[src/rtl/tinyalu_ctl_pkg.sv]
// Shared types and constants for blocks that front the tinyalu datapath.
package tinyalu_ctl_pkg;

  typedef enum logic [2:0] {
    NO_OP  = 3'b000,
    ADD_OP = 3'b001,
    AND_OP = 3'b010,
    XOR_OP = 3'b011,
    MUL_OP = 3'b100
  } alu_op_t;

  typedef enum logic [1:0] {
    IDLE,
    BUSY,
    RESP
  } arb_state_t;

  localparam logic [15:0] ERR_RESULT_DEF = 16'hDEAD;

endpackage

[src/rtl/rr_arbiter.sv]
// Combinational round-robin picker: grants the first requester at or after ptr, wrapping modulo N.
module rr_arbiter #(
  parameter int N  = 4,
  parameter int IW = $clog2(N)
) (
  input  logic [N-1:0]  req,
  input  logic [IW-1:0] ptr,
  output logic [N-1:0]  gnt,
  output logic [IW-1:0] gnt_id,
  output logic          any
);

  logic [IW-1:0] idx;

  always_comb begin
    // NOTE: every variable gets a default before the search so no path leaves it unassigned.
    gnt    = '0;
    gnt_id = '0;
    any    = 1'b0;
    idx    = '0;
    for (int i = 0; i < N; i++) begin
      idx = IW'((int'(ptr) + i) % N);
      if (!any && req[idx]) begin
        gnt[idx] = 1'b1;
        gnt_id   = idx;
        any      = 1'b1;
      end
    end
  end

endmodule

[src/rtl/tinyalu_arbiter.sv]
// Shares one tinyalu between N_REQ requesters: round-robin grant, start held until done or
// timeout, and a one-cycle result strobe back to the owning requester only.
module tinyalu_arbiter
  import tinyalu_ctl_pkg::*;
#(
  parameter int          N_REQ       = 4,
  parameter int          TIMEOUT_CYC = 16,
  parameter logic [15:0] ERR_RESULT  = ERR_RESULT_DEF
) (
  input  logic               clk,
  input  logic               reset,
  input  logic [N_REQ-1:0]   req_valid,
  output logic [N_REQ-1:0]   req_ready,
  input  logic [3*N_REQ-1:0] req_op,
  input  logic [8*N_REQ-1:0] req_a,
  input  logic [8*N_REQ-1:0] req_b,
  output logic [N_REQ-1:0]   resp_valid,
  output logic [15:0]        resp_result,
  output logic               resp_err,
  output logic               alu_start,
  output logic [2:0]         alu_op,
  output logic [7:0]         alu_a,
  output logic [7:0]         alu_b,
  input  logic               alu_done,
  input  logic [15:0]        alu_result,
  output logic               busy
);

  localparam int               IW  = $clog2(N_REQ);
  localparam int               CW  = $clog2(TIMEOUT_CYC);
  localparam logic [N_REQ-1:0] ONE = N_REQ'(1);

  arb_state_t       state;
  logic [IW-1:0]    ptr;
  logic [IW-1:0]    cap_id;
  logic [CW-1:0]    cnt;
  logic [N_REQ-1:0] gnt;
  logic [IW-1:0]    gnt_id;
  logic             gnt_any;
  logic [2:0]       win_op;
  logic [7:0]       win_a;
  logic [7:0]       win_b;

  rr_arbiter #(.N(N_REQ), .IW(IW)) u_rr (
    .req    (req_valid),
    .ptr    (ptr),
    .gnt    (gnt),
    .gnt_id (gnt_id),
    .any    (gnt_any)
  );

  assign win_op = req_op[3*gnt_id +: 3];
  assign win_a  = req_a[8*gnt_id +: 8];
  assign win_b  = req_b[8*gnt_id +: 8];

  // The accept pulse is the only Mealy output; it is masked while reset is held.
  assign req_ready = (state == IDLE && !reset) ? gnt : '0;
  assign busy      = (state != IDLE);

  // NOTE: all state here uses non-blocking assignments so every register sees pre-edge values.
  always_ff @(posedge clk) begin
    if (reset) begin
      // NOTE: the ALU operand registers are reset too, since they drive output pins directly.
      state       <= IDLE;
      ptr         <= '0;
      cap_id      <= '0;
      cnt         <= '0;
      resp_valid  <= '0;
      resp_result <= '0;
      resp_err    <= 1'b0;
      alu_start   <= 1'b0;
      alu_op      <= '0;
      alu_a       <= '0;
      alu_b       <= '0;
    end else begin
      case (state)
        IDLE: begin
          if (gnt_any) begin
            cap_id <= gnt_id;
            if (win_op == NO_OP) begin
              state       <= RESP;
              resp_valid  <= gnt;
              resp_result <= '0;
              resp_err    <= 1'b0;
            end else begin
              state     <= BUSY;
              alu_start <= 1'b1;
              alu_op    <= win_op;
              alu_a     <= win_a;
              alu_b     <= win_b;
            end
          end
        end
        BUSY: begin
          cnt <= cnt + 1'b1;
          // done takes priority over a timeout landing in the same cycle
          if (alu_done) begin
            state       <= RESP;
            alu_start   <= 1'b0;
            resp_valid  <= ONE << cap_id;
            resp_result <= alu_result;
            resp_err    <= 1'b0;
          end else if (cnt == CW'(TIMEOUT_CYC - 1)) begin
            state       <= RESP;
            alu_start   <= 1'b0;
            resp_valid  <= ONE << cap_id;
            resp_result <= ERR_RESULT;
            resp_err    <= 1'b1;
          end
        end
        RESP: begin
          state       <= IDLE;
          cnt         <= '0;
          resp_valid  <= '0;
          resp_result <= '0;
          resp_err    <= 1'b0;
          ptr         <= (cap_id == IW'(N_REQ - 1)) ? '0 : cap_id + 1'b1;
        end
        default: state <= IDLE;
      endcase
    end
  end

endmodule

[config.mk]
export PLATFORM = sky130hd
export DESIGN_NAME = tinyalu_arbiter
export DESIGN_NICKNAME = d
export VERILOG_FILES = /design/src/rtl/tinyalu_ctl_pkg.sv /design/src/rtl/rr_arbiter.sv /design/src/rtl/tinyalu_arbiter.sv
export SDC_FILE = /design/constraint.sdc
export NUM_CORES = 1
export LEC_CHECK = 0
export ABC_AREA = 1
export BUFFER_PORTS_ARGS = -buffer_cell sky130_fd_sc_hd__buf_2
export CAP_MARGIN = 20
export CORE_MARGIN = 2
export CORE_UTILIZATION = 26
export DETAILED_ROUTE_END_ITERATION = 8
export GPL_TIMING_DRIVEN = 0
export PLACE_DENSITY = 0.53
export SYNTH_ARGS = -nofsm -noshare
export SYNTH_HDL_FRONTEND = slang
export SYNTH_SLANG_ARGS = --single-unit
[constraint.sdc]
create_clock -name clk -period 5.12 [get_ports clk]
set_clock_uncertainty 0.05 [all_clocks]
set_input_delay 0.512 -clock clk [delete_from_list [all_inputs] [get_ports clk]]
set_output_delay 0.512 -clock clk [all_outputs]
set_load 0.05 [all_outputs]
==> impl_metrics.ini <==
[synthesis]
avgSynthCellArea_um2 = 5.999
synth_cells = 622
yosys_warnings = 0
ys_seq_area_frac = 0.2736
syn-num-nets = 736
synthDistinctLibCells = 34
syn-cell-area_mm2 = 0.003731
ys_seq_elements = 51

[grt]
grt_overflow_total = 0
grt.total_usage = 0.1496
grt_max_degree = 15
antenna_found_initial = 1
grt_pass1_vias = 3777
grt_first_pass_wirelength_mm = 18.11

[timing]
drv_slew = 0
setup_slack_ns = 1.823
worst_slew_pin_slew_ns = 0.5634
hold_slack_ns = 0.4042
hold_viol = 0
fmax_mhz = 303.3
period_needed_ns = 3.297
finalCritPeriodShare = 0.6440
rsz0062_at_grt = false
timing.setup.tns_ns = 0
setup-violations-final = 0
slew_headroom = 0.6244

[layout]
layout.cells.non_filler = 953
layout.nets = 886
area_delta_synth_final_pct = 29.41
final_area_mm2 = 0.004828
drive_gt1_frac = 0.2652
final_util = 0.3465
diodes = 0

[routing]
vias = 4115
routedWlPerCell_um = 12.02
vias_per_cell = 4.318
drc = 0
drt-total-wl_mm = 11.46
ant_nets = 0
drt_iter0_drc = 134
dr.pass1.iters = 4

[outcome]
status = finished clean

[critical_path]
crit_arrival_ns = 2.74
end_kind = output port
start_kind = flip-flop
crit_fanout = 8
critPathKind = flip-flop to output port
required_ns = 4.56

[floorplanning]
rows = 43
dieWidth_um = 123.8
die_y_um = 123.8
core_mm2 = 0.01393
start_util = 0.2678
die_area_mm2 = 0.01532
io_pins = 145

[clocking]
post_cts_buffers = 0
htreeDepth = 2
clk_latency_ns = 0.29
post_cts_resized = 0
path_clk_slew_ns = 0.07
cts_buffers = 5
cts_sinks = 51
cts_max_path_buffers = 2
ctsHoldBuffers = 0
cts_tree = yes
root_buffer = clkbuf_16

[placed_design]
pre_cts_ws_ns = 2.091
gp_congestion = 0.8026
post_dp_cell_area_mm2 = 0.004672
dp.cells = 945
portBuffers = 143
dpl.hpwl_mm = 9.220

[pwr]
p_total_mw = 3.557
leakage_nw = 2.742
p_per_area_mw_per_mm2 = 736.7
vdd_drop_max_mv = 0.2294

[flow_run]
cap_viol_max_count = 0

[hold_path]
holdCritPathClass = flip-flop to flip-flop
==> cell usage after synthesis <==
| library cell | n | area (µm²) |
|---|---|---|
| nand2_4 | 1 | 11.26 |
| nand3_2 | 3 | 30.03 |
| inv_1 | 83 | 311.6 |
| a21boi_1 | 1 | 7.510 |
| ha_1 | 15 | 187.7 |
| o31ai_1 | 1 | 7.510 |
| or2_2 | 2 | 12.51 |
| buf_12 | 1 | 20.02 |
| nand3_4 | 2 | 35.03 |
| nand4_2 | 1 | 12.51 |
| o21ai_0 | 22 | 110.1 |
| a211oi_1 | 1 | 7.510 |
| clkbuf_1 | 11 | 41.29 |
| a21oi_2 | 10 | 87.58 |
| nor3_1 | 6 | 30.03 |
| nand2_1 | 209 | 784.5 |
| a21oi_1 | 23 | 115.1 |
| o21ai_1 | 2 | 10.01 |
| nand3_1 | 61 | 305.3 |
| buf_4 | 1 | 7.510 |
| nand4_1 | 2 | 12.51 |
| nor2_1 | 67 | 251.5 |
| o211a_1 | 1 | 10.01 |
| o211ai_1 | 2 | 15.01 |
| nor2_4 | 1 | 11.26 |
| nand2_2 | 11 | 68.82 |
| inv_2 | 5 | 18.77 |
| nand3b_2 | 1 | 11.26 |
| dfxtp_1 | 51 | 1021 |
| a31oi_1 | 1 | 6.260 |
| a22oi_1 | 6 | 45.04 |
| buf_1 | 2 | 7.510 |
| buf_6 | 6 | 67.56 |
| buf_2 | 10 | 50.05 |
==> final cells by class <==
| class | count | area (µm²) |
|---|---|---|
| clock buffer | 8 | 156.4 |
| multi-input combinational | 452 | 2186 |
| inverter | 88 | 330.3 |
| sequential | 51 | 1021 |
| tap | 180 | 225.2 |
| timing repair buffer | 143 | 715.7 |
| buffer | 31 | 193.9 |
| fill | 1608 | 9106 |
==> path summary, 6_finish.rpt <==
path	from	end	slack [ns]	cells after the start
max	ptr[1]$_SDFFE_PP0P_	req_ready[3]	1.82	13
max reg2reg	ptr[1]$_SDFFE_PP0P_	alu_a[3]$_SDFFE_PP0P_	2.09	17
min	alu_start$_SDFFE_PP0P_	alu_start$_SDFFE_PP0P_	0.40	2
min reg2reg	alu_start$_SDFFE_PP0P_	alu_start$_SDFFE_PP0P_	0.40	2
==> power by group <==
| group | total (mW) | leakage (nW) | internal [mW] | switching (mW) |
|---|---|---|---|---|
| Combinational | 2.58 | 2.24 | 0.822 | 1.76 |
| Sequential | 0.622 | 0.421 | 0.540 | 0.0827 |
| Clock | 0.357 | 0.0772 | 0.209 | 0.148 |
| Total | 3.56 | 2.74 | 1.57 | 1.99 |
==> flip-flops by register name, summed over array words and instances, names as in the netlist <==
name / flops
state: 2
resp_err: 1
resp_valid: 4
resp_result: 16
alu_a: 8
alu_op: 3
ptr: 2
cap_id: 2
cnt: 4
alu_b: 8
alu_start: 1
==> critical path: stages (launching register included) <==
cell and delay [ns]:
dfxtp_1 0.50, inv_1 0.21, ha_1 0.42, inv_1 0.09, nand3_1 0.10, nand2_2 0.08, nor2_4 0.12, inv_1 0.05
nor2_1 0.21, a21oi_1 0.10, o21ai_0 0.16, nand2_1 0.09, inv_1 0.06, buf_2 0.25
==> routing by layer <==
metal | wire [µm] | track usage | part of all wire | vias to the layer above
met2 | 5296 | 0.2555 | 0.46 | 128
li1 | - | - | - | 2228
met3 | 950 | 0.04716 | 0.083 | 4
met5 | 0 | 0 | 0 | -
met4 | 62 | 0.02770 | 0.0054 | 0
met1 | 5149 | 0.1859 | 0.45 | 1755
==> cells in the final DEF, fill, tap and decap left out, types with 2 or more instances in the layout <==
master     instances
o21ai_1            2
buf_1              2
inv_2              5
nand2_1          209
clkbuf_1          12
nand3_4            2
or2_2              2
buf_6              6
inv_1             83
o211ai_1           2
nor3_1             6
a22oi_1            6
nand3_1           61
nor2_1            67
o21ai_0           22
dfxtp_1           51
a21oi_1           23
buf_2            153
clkbuf_16          5
a21oi_2           10
clkbuf_8           2
nand3_2            3
ha_1              15
nand4_1            2
nand2_2           11
==> cells by family (layout without fill, tap and decap cells) <==
family | after synthesis | after routing | synth area share
adder cells (fa/ha/maj) | 15 | 15 | 0.05030
flip-flops | 51 | 51 | 0.2736
AND/OR/NAND/NOR | 367 | 367 | 0.4225
AO/OA/AOI/OAI | 70 | 70 | 0.1130
buffers and inverters | 119 | 270 | 0.1405
No activity file was read; power rests on OpenSTA's default activity.
